## config.mk

```make
export PLATFORM = sky130hd
export DESIGN_NAME = decode_queue
export DESIGN_NICKNAME = d
export VERILOG_FILES = /design/src/rtl/decode_queue.sv
export SDC_FILE = /design/constraint.sdc
export NUM_CORES = 1
export LEC_CHECK = 0
export ABC_AREA = 1
export CAP_MARGIN = 10
export CORE_ASPECT_RATIO = 1.1
export CORE_MARGIN = 10
export CORE_UTILIZATION = 35
export CTS_CLUSTER_SIZE = 10
export DETAILED_ROUTE_END_ITERATION = 6
export GPL_ROUTABILITY_DRIVEN = 0
export HOLD_SLACK_MARGIN = 0.12
export SYNTH_ARGS = -nofsm -noshare
export SYNTH_HDL_FRONTEND = slang
export SYNTH_SLANG_ARGS = --single-unit
export TNS_END_PERCENT = 20
```

## constraint.sdc

```tcl
create_clock -name clk -period 20.2 [get_ports clk]
set_clock_uncertainty 0.2 [all_clocks]
set_input_delay 3.03 -clock clk [delete_from_list [all_inputs] [get_ports clk]]
set_output_delay 3.03 -clock clk [all_outputs]
set_load 0.02 [all_outputs]
```

## src/rtl/decode_queue.sv

```systemverilog
// decode_queue: RV32I decoder feeding a DEPTH-entry in-order FIFO of decoded instructions.
module decode_queue #(
    parameter int DEPTH = 4,
    parameter int PC_W = 32,
    localparam int CNT_W = $clog2(DEPTH) + 1
) (
    input  logic             clk,
    input  logic             reset,
    input  logic [31:0]      instr,
    input  logic [PC_W-1:0]  pc_in,
    input  logic             valid_in,
    output logic             ready_in,
    input  logic             flush,
    input  logic             ready_out,
    output logic             valid_out,
    output logic [PC_W-1:0]  pc_out,
    output logic [4:0]       rs1,
    output logic [4:0]       rs2,
    output logic [4:0]       rd,
    output logic [31:0]      imm,
    output logic [2:0]       ALUOp,
    output logic [6:0]       opcode,
    output logic             illegal,
    output logic [CNT_W-1:0] count
);
    localparam int AW = $clog2(DEPTH);

    // ALUOp classes: memory/address add, branch compare, register, immediate, jump, lui, auipc, illegal
    localparam logic [2:0] ALU_MEM = 3'd0, ALU_BR = 3'd1, ALU_R = 3'd2, ALU_I = 3'd3,
                           ALU_JMP = 3'd4, ALU_LUI = 3'd5, ALU_AUIPC = 3'd6, ALU_ILL = 3'd7;

    typedef struct packed {
        logic [PC_W-1:0] pc;
        logic [4:0]      rs1;
        logic [4:0]      rs2;
        logic [4:0]      rd;
        logic [31:0]     imm;
        logic [2:0]      alu_op;
        logic [6:0]      opcode;
        logic            illegal;
    } entry_t;

    entry_t          mem [DEPTH];
    entry_t          dec;
    entry_t          head_e;
    logic [AW-1:0]   head;
    logic [AW-1:0]   tail;
    logic            push;
    logic            pop;

    always_comb begin
        dec = '0;
        dec.pc = pc_in;
        dec.rs1 = instr[19:15];
        dec.rs2 = instr[24:20];
        dec.rd = instr[11:7];
        dec.opcode = instr[6:0];
        case (instr[6:0])
            7'b0110011: dec.alu_op = ALU_R;
            7'b0010011: begin dec.alu_op = ALU_I; dec.imm = {{20{instr[31]}}, instr[31:20]}; end
            7'b0000011: begin dec.alu_op = ALU_MEM; dec.imm = {{20{instr[31]}}, instr[31:20]}; end
            7'b1100111: begin dec.alu_op = ALU_JMP; dec.imm = {{20{instr[31]}}, instr[31:20]}; end
            7'b0100011: begin dec.alu_op = ALU_MEM; dec.imm = {{20{instr[31]}}, instr[31:25], instr[11:7]}; end
            7'b1100011: begin
                dec.alu_op = ALU_BR;
                dec.imm = {{19{instr[31]}}, instr[31], instr[7], instr[30:25], instr[11:8], 1'b0};
            end
            7'b0110111: begin dec.alu_op = ALU_LUI; dec.imm = {instr[31:12], 12'b0}; end
            7'b0010111: begin dec.alu_op = ALU_AUIPC; dec.imm = {instr[31:12], 12'b0}; end
            7'b1101111: begin
                dec.alu_op = ALU_JMP;
                dec.imm = {{11{instr[31]}}, instr[31], instr[19:12], instr[20], instr[30:21], 1'b0};
            end
            default: begin dec.alu_op = ALU_ILL; dec.illegal = 1'b1; end
        endcase
    end

    // ready_out feeds ready_in combinationally so a full queue can push and pop together
    assign valid_out = count != '0;
    assign ready_in = (count < CNT_W'(DEPTH)) || ready_out;
    assign push = valid_in && ready_in;
    assign pop = valid_out && ready_out;

    always_ff @(posedge clk or posedge reset) begin
        if (reset) begin
            count <= '0;
            head <= '0;
            tail <= '0;
            for (int i = 0; i < DEPTH; i++) mem[i] <= '0;
        end else if (flush) begin
            count <= '0;
            head <= '0;
            tail <= '0;
        end else begin
            if (push) begin
                mem[tail] <= dec;
                tail <= tail + 1'b1;
            end
            if (pop) head <= head + 1'b1;
            if (push && !pop) count <= count + 1'b1;
            else if (pop && !push) count <= count - 1'b1;
        end
    end

    assign head_e = valid_out ? mem[head] : '0;
    assign pc_out = head_e.pc;
    assign rs1 = head_e.rs1;
    assign rs2 = head_e.rs2;
    assign rd = head_e.rd;
    assign imm = head_e.imm;
    assign ALUOp = head_e.alu_op;
    assign opcode = head_e.opcode;
    assign illegal = head_e.illegal;
endmodule

```

==> flow_summary.json, run 1 <==
{
  "grt_setup_unrepaired": "no",
  "grt_pass1_wl_microns": 88400,
  "dp_hpwl_microns": 32000,
  "yosys_register_bits": 367,
  "crit_fanout": 118,
  "grt_usage_pct": 17.8,
  "finalWorstPathRequiredPeriod_ns": 7.63,
  "rows": 87,
  "cts.sinks": 367,
  "power.density_mw_per_mm2": 131,
  "cts.clk_slew.worst_paths_ns": 0.05,
  "maxSlewHeadroom_pct": 18.2,
  "synth_top_area_share_pct": 50.7,
  "r2r_start": "count[2]",
  "crit_family": "buffers and inverters",
  "post_cts_resize_count": 0,
  "grt_max_degree": 170,
  "finalSetupViolations": 0,
  "ant_nets": 0,
  "placed_area_sq_mm": 0.0197,
  "startpoint_type": "flip-flop",
  "startpoint": "head[0]",
  "fin_crit_sh_pct": 37.7,
  "dr.pass1.iters": 5,
  "clk_path_buf_depth": 3,
  "p_total_mw": 2.74,
  "vias_per_cell": 5.06,
  "nets": 2476,
  "min_path_type": "reg2reg",
  "synth.distinct_cells": 27,
  "crit_type": "reg2out",
  "syn_inst": 2333,
  "yosys.area.top_type": "dfrtp_1",
  "worst_slew_pin_slew_ns": 1.23,
  "overflow": 0,
  "drv_slew": 0,
  "cpMaxStageDelayCell": "buf_4",
  "drv_cap": 0,
  "status": "finished clean",
  "synth-seq-area-share_pct": 50.7,
  "portBuffers": 163,
  "wl_per_cell_microns": 17.9,
  "layout.cells.non_filler": 3084,
  "finalWirelength_microns": 55300,
  "placed_cells": 3023,
  "initial_core_util_pct": 35.3,
  "cts_setup_buffers": 0,
  "io_pins": 164,
  "first_iter_violations": 1233,
  "final_area_sq_mm": 0.0209,
  "drive_gt1_share_pct": 5.46,
  "synth_area_sq_mm": 0.0181,
  "htree_num_levels": 2,
  "die_height_microns": 259,
  "setup-tns-final_ns": 0,
  "core_area_sq_mm": 0.0513,
  "vias": 15600,
  "path_cells": "inv_4 > buf_4 > o21ai_0 > a21oi_1 > clkdlybuf4s50_1",
  "cp-end-kind": "output port",
  "die_area_sq_mm": 0.0612,
  "reg2reg_to": "mem[59]",
  "drc_errors": 0,
  "synth-warning-count": 0,
  "cts_buffers": 44,
  "area_delta_synth_final_pct": 15.6,
  "final_hold_viol_count": 0,
  "ff2ff_path_depth": 7,
  "die-width_microns": 237,
  "clk_latency_ns": 0.56,
  "synthTopCellsByArea": "dfrtp_1, nand2_1, o21ai_0, nor2_1, o21ai_1",
  "cts-root-buf": "clkbuf_16",
  "required_ns": 16.97,
  "antenna_found_initial": 1,
  "cts_tree": "done",
  "max_stage_delay_ns": 1.03,
  "arrival_ns": 4.39,
  "max-vdd-ir-drop_v": 0.0000754,
  "maxClockFrequency_ghz": 0.131,
  "cp.depth": 5,
  "syn_area_per_cell_sq_um": 7.76,
  "timing.critical_path.to": "imm[1]",
  "reg2reg_slack_ns": 17.13,
  "syn-num-nets": 2407,
  "p_leak_nw": 10.2,
  "cts_hold_buf": 0,
  "crit_buf_inv": 3,
  "grt_pass1_vias": 15500,
  "fill_cells": 5250
}
==> flip-flops by register name, summed over array words and instances, names as in the netlist <==
signal / cells
mem: 360
head: 2
tail: 2
count: 3
==> logic make-up after synthesis <==
logic type,Yosys count,synth area share (%)
AND/OR/NAND/NOR,1212,27.4
AO/OA/AOI/OAI,506,14.0
flip-flops,367,50.7
buffers and inverters,243,7.51
adder cells (fa/ha/maj),5,0.387
==> power breakdown <==
group | switching, mW | internal, mW | total, mW
registers | 0.118 | 0.939 | 1.06
logic | 0.607 | 0.377 | 0.984
clock network | 0.295 | 0.409 | 0.704
total | 1.02 | 1.73 | 2.74
==> per-layer routing <==
layer	GRT usage [%]	part of all wire, %	up-vias	wire (microns)
met5	0	0	-	0
met4	5.10	2.3	0	1270
met3	3.21	6.1	78	3360
met2	30.2	48	490	26600
met1	22.9	44	7508	24100
li1	-	-	7531	-
==> synthesized netlist by cell type <==
| cell | count |
|---|---|
| nand4_1 | 2 |
| nand3_4 | 1 |
| o22ai_1 | 1 |
| fa_1 | 1 |
| inv_2 | 6 |
| clkinv_1 | 5 |
| clkbuf_1 | 40 |
| buf_8 | 2 |
| buf_2 | 68 |
| dfrtp_1 | 367 |
| nand3_2 | 2 |
| o21ai_1 | 95 |
| nand2_4 | 27 |
| ha_1 | 4 |
| nand3_1 | 55 |
| nor2_4 | 2 |
| o21ai_0 | 318 |
| nand3b_1 | 1 |
| buf_6 | 42 |
| nand2_1 | 699 |
| buf_4 | 6 |
| inv_4 | 1 |
| nor2_1 | 406 |
| nor2_8 | 3 |
| nand2_2 | 14 |
| inv_1 | 73 |
| a21oi_1 | 92 |
==> placed cells by master, fill, tap and decap left out, drive strengths merged <==
cell type      synthesis  routed
a21oi                 92      92
buf                  118      18
clkbuf                40      57
clkdlybuf4s50          0     163
clkinv                 5       9
dfrtp                367     367
diode                  0       1
fa                     1       1
ha                     4       4
inv                   80      79
nand2                740     740
nand3                 58      58
nand3b                 1       1
nand4                  2       2
nor2                 411     411
o21ai                413     413
o22ai                  1       1
==> per-stage QoR <==
| step | util (%) | setup slack, ns | hold WS [ns] |
|---|---|---|---|
| after floorplan | - | 6.78 | 0.244 |
| after global placement | 38.4 | 12.62 | 0.256 |
| after detailed placement | 38.4 | 12.63 | 0.260 |
| after CTS | 40.8 | 12.55 | 0.275 |
| after global routing | 40.8 | 12.38 | 0.283 |
| final | 40.8 | 12.58 | 0.273 |
==> worst register-to-register path, delay by kind of cell (launching register included) <==
family	cells	cell delay [ns]
buffers and inverters	2	1.33
AOI/OAI and AO/OA	1	0.25
DFF	1	0.41
and+or+nand+nor	4	0.72
==> layout make-up <==
type,instances,area [sq um],area share [%]
Sequential cell,367,9190,43.9
Multi-Input combinational cell,1723,7560,36.2
Timing Repair Buffer,181,1780,8.50
Clock buffer,57,1200,5.74
Tap cell,667,835,3.99
Inverter,85,334,1.60
Clock inverter,3,15.0,0.0718
Antenna cell,1,2.50,0.0120
==> worst min path at each step <==
stage / start / endpoint / slack [ns] / cells past startpoint
6_report: mem[188] / mem[188] / 0.27 / 2
5_1_grt: mem[210] / mem[210] / 0.28 / 2
4_1_cts: mem[22] / mem[22] / 0.28 / 2
3_5_place_dp: mem[22] / mem[22] / 0.26 / 2
3_3_place_gp: mem[38] / mem[38] / 0.26 / 2
2_1_floorplan: mem[222] / mem[222] / 0.24 / 2
Note: power is estimated with default switching activity, not from simulation.
==> inputs of run 2 (changes only) <==
==> constraint.sdc (replaced) <==
create_clock -name clk -period 8 [get_ports clk]
set_clock_uncertainty 0.2 [all_clocks]
set_input_delay 1.2 -clock clk [delete_from_list [all_inputs] [get_ports clk]]
set_output_delay 1.2 -clock clk [all_outputs]
set_load 0.02 [all_outputs]
==> run 2 against run 1 <==
  * Sequential cell count did not move
  * Clock-buffer cell count did not move
  * Power rose to 2.5 times the previous value
  * Worst setup slack got worse by 10 ns
  * First-iteration DRC count rose by 12%
  * Critical path depth did not move
  * Register-to-register slack got worse by 12 ns
  * Cell count barely moved
  * Sequential share of layout area fell by 0.13 points
  * Combinational power rose to 2.5 times the previous value
  * Highest routed layer is now met5
  * Hold slack barely moved
==> flow_summary.json, run 2 (synthesis results as in run 1) <==
{
  "status": "finished clean",
  "ant_nets": 0,
  "p_leak_nw": 10.2,
  "final_cell_mix": "nand2_1, nor2_1, dfrtp_1, o21ai_0, clkdlybuf4s50_1",
  "crit_family": "buffers and inverters",
  "grt_usage_pct": 18.1,
  "clk_path_buf_depth": 3,
  "fin_crit_sh_pct": 67.4,
  "fill_cells": 5207,
  "reg2reg_slack_ns": 5.06,
  "max-vdd-ir-drop_v": 0.000218,
  "min_to": "mem[37]",
  "drive_gt1_share_pct": 5.54,
  "overflow": 0,
  "initial_core_util_pct": 35.3,
  "gr-usage-met2_pct": 29.8,
  "io_pins": 164,
  "regArea_sq_mm": 0.00919,
  "grt_use_met1_pct": 23.7,
  "multi_input_area_sq_mm": 0.00756,
  "power.density_mw_per_mm2": 333,
  "largest_register": "mem",
  "required_ns": 6.60,
  "maxSlewHeadroom_pct": 23.4,
  "vias_per_cell": 5.13,
  "nets": 2477,
  "hold_path_depth": 2,
  "reg.largest.list": "mem (360), count (3)",
  "reg2reg_to": "mem[234]",
  "worst_slew_pin_slew_ns": 1.15,
  "grt_setup_unrepaired": "no",
  "crit_fanout": 113,
  "core_area_sq_mm": 0.0513,
  "final_hold_viol_count": 0,
  "timing.hold.ws_ns": 0.273,
  "dr.pass1.iters": 5,
  "drc_errors": 0,
  "area_delta_synth_final_pct": 15.9,
  "cpMaxStageDelayCell": "inv_4",
  "cp-end-kind": "output port",
  "crit_buf_inv": 3,
  "r2r_start": "tail[1]",
  "hold_start": "mem[37]",
  "finalWirelength_microns": 56400,
  "wl_per_cell_microns": 18.3,
  "final_area_sq_mm": 0.0210,
  "first_iter_violations": 1387,
  "max_stage_delay_ns": 0.88,
  "grt_pass1_wl_microns": 90000,
  "cts-root-buf": "clkbuf_16",
  "placed_area_sq_mm": 0.0197,
  "ff2ff_path_depth": 6,
  "clk_latency_ns": 0.56,
  "path_cells": "inv_4 > buf_4 > o21ai_0 > a21oi_1 > clkdlybuf4s50_1",
  "cts.sinks": 367,
  "startpoint_type": "flip-flop",
  "finalSetupViolations": 0,
  "die_height_microns": 259,
  "cts_tree": "done",
  "die_area_sq_mm": 0.0612,
  "drv_slew": 0,
  "layout_commonest_cell": "nand2_1",
  "cts.clk_slew.worst_paths_ns": 0.06,
  "arrival_ns": 3.99,
  "drv_cap": 0,
  "die-width_microns": 237,
  "htree_num_levels": 2,
  "cts_buffers": 44,
  "grt_max_degree": 179,
  "maxClockFrequency_ghz": 0.185,
  "setup-tns-final_ns": 0,
  "cts_hold_buf": 0,
  "portBuffers": 163,
  "cts_setup_buffers": 0,
  "min_path_type": "reg2reg",
  "post_cts_resize_count": 0,
  "dp_hpwl_microns": 34400,
  "crit_type": "reg2out",
  "finalWorstPathRequiredPeriod_ns": 5.39,
  "antenna_found_initial": 4,
  "grt_pass1_vias": 15600,
  "rows": 87,
  "busiest_layer": "met2",
  "grt_use_met3_pct": 3.63,
  "vias": 15800,
  "largest_reg_flops": 360
}
-- run 2: final cells by class --
class	count	share of cell area (%)
Antenna cell	2	0.0238
Clock buffer	57	5.77
Clock inverter	4	0.250
Inverter	85	1.57
Multi-Input combinational cell	1723	36.0
Sequential cell	367	43.8
Tap cell	667	3.98
Timing Repair Buffer	182	8.57
-- run 2: worst max-delay path by stage --
| stage | cells past startpoint | end | slack [ns] | start |
|---|---|---|---|---|
| final | 5 | rs1[3] | 2.61 | head[0] |
| after global routing | 5 | rs1[4] | 2.35 | head[0] |
| after CTS | 5 | rs1[4] | 2.52 | head[0] |
| after detailed placement | 5 | rs1[4] | 3.13 | head[0] |
| after global placement | 5 | rs1[3] | 3.21 | head[0] |
| after floorplan | 1 | count[0] | 1.68 | reset |
-- run 2: stage by stage --
stage	setup slack [ns]	total power, mW	utilization [%]	std cells
global placement	3.21	5.16	38.5	3024
floorplan	1.68	4.18	-	2333
finish	2.61	6.99	40.9	3087
CTS	2.52	7.08	40.9	3085
global route	2.35	7.47	40.9	3087
detailed placement	3.13	5.20	38.5	3024
-- run 2: power breakdown --
group	switching [mW]	internal, mW
clock network	0.759	1.08
registers	0.303	2.37
logic	1.52	0.954
total	2.58	4.40
-- run 2: tightest hold or removal path: cells and delay by family, from the launching register on --
kind	cells	cell delay, ns
flip-flops	1	0.34
AND/OR/NAND/NOR	2	0.10
-- run 2: routing by layer --
| metal | wire length (microns) | share of wire [%] |
|---|---|---|
| met4 | 1280 | 2.3 |
| met5 | 29 | 0.051 |
| met2 | 26900 | 48 |
| met1 | 24500 | 43 |
| met3 | 3710 | 6.6 |
==> inputs of run 3 (changes only) <==
==> constraint.sdc (replaced) <==
create_clock -name clk -period 5.5 [get_ports clk]
set_clock_uncertainty 0.2 [all_clocks]
set_input_delay 0.825 -clock clk [delete_from_list [all_inputs] [get_ports clk]]
set_output_delay 0.825 -clock clk [all_outputs]
set_load 0.02 [all_outputs]
==> run 3 against run 2 <==
  * Power rose by 45%
  * Register-to-register slack got worse by 1.9 ns
  * Die area did not move
  * Non-clock buffer count rose by 12
  * Utilization rose by 0.16 points
  * Sequential share of layout area fell by 0.17 points
  * Clock power rose by 42%
  * Critical endpoint is now imm[12]
  * Highest routed layer unchanged
==> flow_summary.json, run 3 (synthesis results as in run 1) <==
{
  "status": "finished clean",
  "hold_start": "mem[196]",
  "min_path_type": "reg2reg",
  "finalWorstPathRequiredPeriod_ns": 4.51,
  "die_height_microns": 259,
  "dr.pass1.iters": 6,
  "internal_power_mw": 6.38,
  "placed_area_sq_mm": 0.0198,
  "die-width_microns": 237,
  "vias": 15600,
  "timing.hold.ws_ns": 0.272,
  "finalSetupViolations": 0,
  "cts_buffers": 44,
  "die_area_sq_mm": 0.0612,
  "layout_commonest_cell": "nand2_1",
  "portBuffers": 163,
  "setup-tns-final_ns": 0,
  "startpoint": "head[0]",
  "required_ns": 4.47,
  "arrival_ns": 3.48,
  "dp_hpwl_microns": 34700,
  "gr-usage-met2_pct": 28.8,
  "ant_nets": 0,
  "crit_type": "reg2out",
  "seq_power_share_pct": 38.5,
  "overflow": 0,
  "final_area_sq_mm": 0.0211,
  "clk_latency_ns": 0.56,
  "ff2ff_path_depth": 6,
  "timing.critical_path.to": "imm[12]",
  "finalWirelength_microns": 54900,
  "pwr-share-comb_pct": 35.6,
  "maxClockFrequency_ghz": 0.222,
  "htree_num_levels": 2,
  "grt_use_met1_pct": 22.7,
  "antenna_found_initial": 6,
  "reg2reg_slack_ns": 3.12,
  "wl_per_cell_microns": 17.7,
  "p_leak_nw": 10.3,
  "maxSlewHeadroom_pct": 30.8,
  "nets": 2489,
  "final_cell_mix": "nand2_1, nor2_1, dfrtp_1, o21ai_0, clkdlybuf4s50_1",
  "crit_fanout": 60,
  "clkPwrFrac_pct": 25.9,
  "clk_path_buf_depth": 3,
  "initial_core_util_pct": 35.3,
  "p_sw_mw": 3.74,
  "grt_setup_unrepaired": "no",
  "final_hold_viol_count": 0,
  "cp-end-kind": "output port",
  "io_pins": 164,
  "startpoint_type": "flip-flop",
  "max-vdd-ir-drop_v": 0.000333,
  "finish.utilization_pct": 41.1,
  "reg.largest.list": "mem (360), count (3)",
  "cts-root-buf": "clkbuf_16",
  "reg2reg_to": "mem[318]",
  "largest_register": "mem",
  "grt_pass1_wl_microns": 87700,
  "drive_gt1_share_pct": 6.01,
  "drv_cap": 0,
  "post_cts_resize_count": 0,
  "area_delta_synth_final_pct": 16.4,
  "grt_pass1_vias": 15300,
  "cts_hold_buf": 0,
  "fin_crit_sh_pct": 82.0,
  "largest_reg_flops": 360,
  "r2r_start": "tail[0]",
  "grt_use_met3_pct": 3.67,
  "core_area_sq_mm": 0.0513,
  "p_sw_share_pct": 36.9,
  "cts_tree": "done",
  "drc_errors": 0,
  "vias_per_cell": 5.04,
  "grt_max_degree": 137,
  "grt_usage_pct": 17.5,
  "busiest_layer": "met2",
  "drv_slew": 0,
  "rows": 87,
  "cts.clk_slew.worst_paths_ns": 0.05,
  "worst_slew_pin_slew_ns": 1.04,
  "first_iter_violations": 1247,
  "cts_setup_buffers": 0,
  "cts.sinks": 367,
  "power.density_mw_per_mm2": 480
}
[run 3: changes by cell type in the layout (fill, tap and decap cells not counted), sizes merged]
| cell | change |
|---|---|
| clkinv | +1 |
| buf | +12 |
| clkbuf | +1 |
| bufinv | -1 |
[run 3: worst min-delay path by stage]
stage	endpoint	slack [ns]	cells past startpoint
2_1_floorplan	mem[222]	0.24	2
4_1_cts	mem[37]	0.27	2
6_report	mem[196]	0.27	2
5_1_grt	mem[33]	0.29	2
3_5_place_dp	mem[37]	0.26	2
3_3_place_gp	mem[18]	0.26	2
[run 3: area by class of cell]
type | instances | area (sq um)
well taps | 667 | 835
diodes | 2 | 5.00
multi-input cells | 1723 | 7560
repair buffers | 194 | 1900
flip-flops and latches | 367 | 9190
fillers | 5143 | 30200
clock inverters | 4 | 27.5
clock buffers | 58 | 1210
inverters | 85 | 330
[run 3: power groups by stage]
stage / clock network [mW] / registers, mW / logic, mW
2_1_floorplan: 0 / 3.78 / 2.30
3_3_place_gp: 0 / 3.91 / 3.59
3_5_place_dp: 0 / 3.93 / 3.64
4_1_cts: 2.70 / 3.89 / 3.66
5_1_grt: 2.81 / 3.98 / 4.02
6_report: 2.62 / 3.90 / 3.60
[run 3: stage by stage]
stage	power [mW]	setup WS, ns	cells
detailed placement	7.57	1.56	3036
CTS	10.3	0.930	3098
global placement	7.50	1.58	3035
finish	10.1	0.991	3100
global route	10.8	0.727	3100
floorplan	6.08	-0.449	2333
[run 3: routing by layer]
layer | routed length (microns) | vias up
li1 | - | 7568
met3 | 3050 | 90
met1 | 24300 | 7532
met2 | 26300 | 439
met5 | 61 | -
met4 | 1250 | 8
[run 3: critical path, stage by stage (launching register included)]
cell	delay (ns)
dfrtp_4	0.58
buf_4	0.41
buf_4	0.62
nor2_1	0.09
nor2_1	0.11
o21ai_0	0.13
a21oi_1	0.23
clkdlybuf4s50_1	0.66
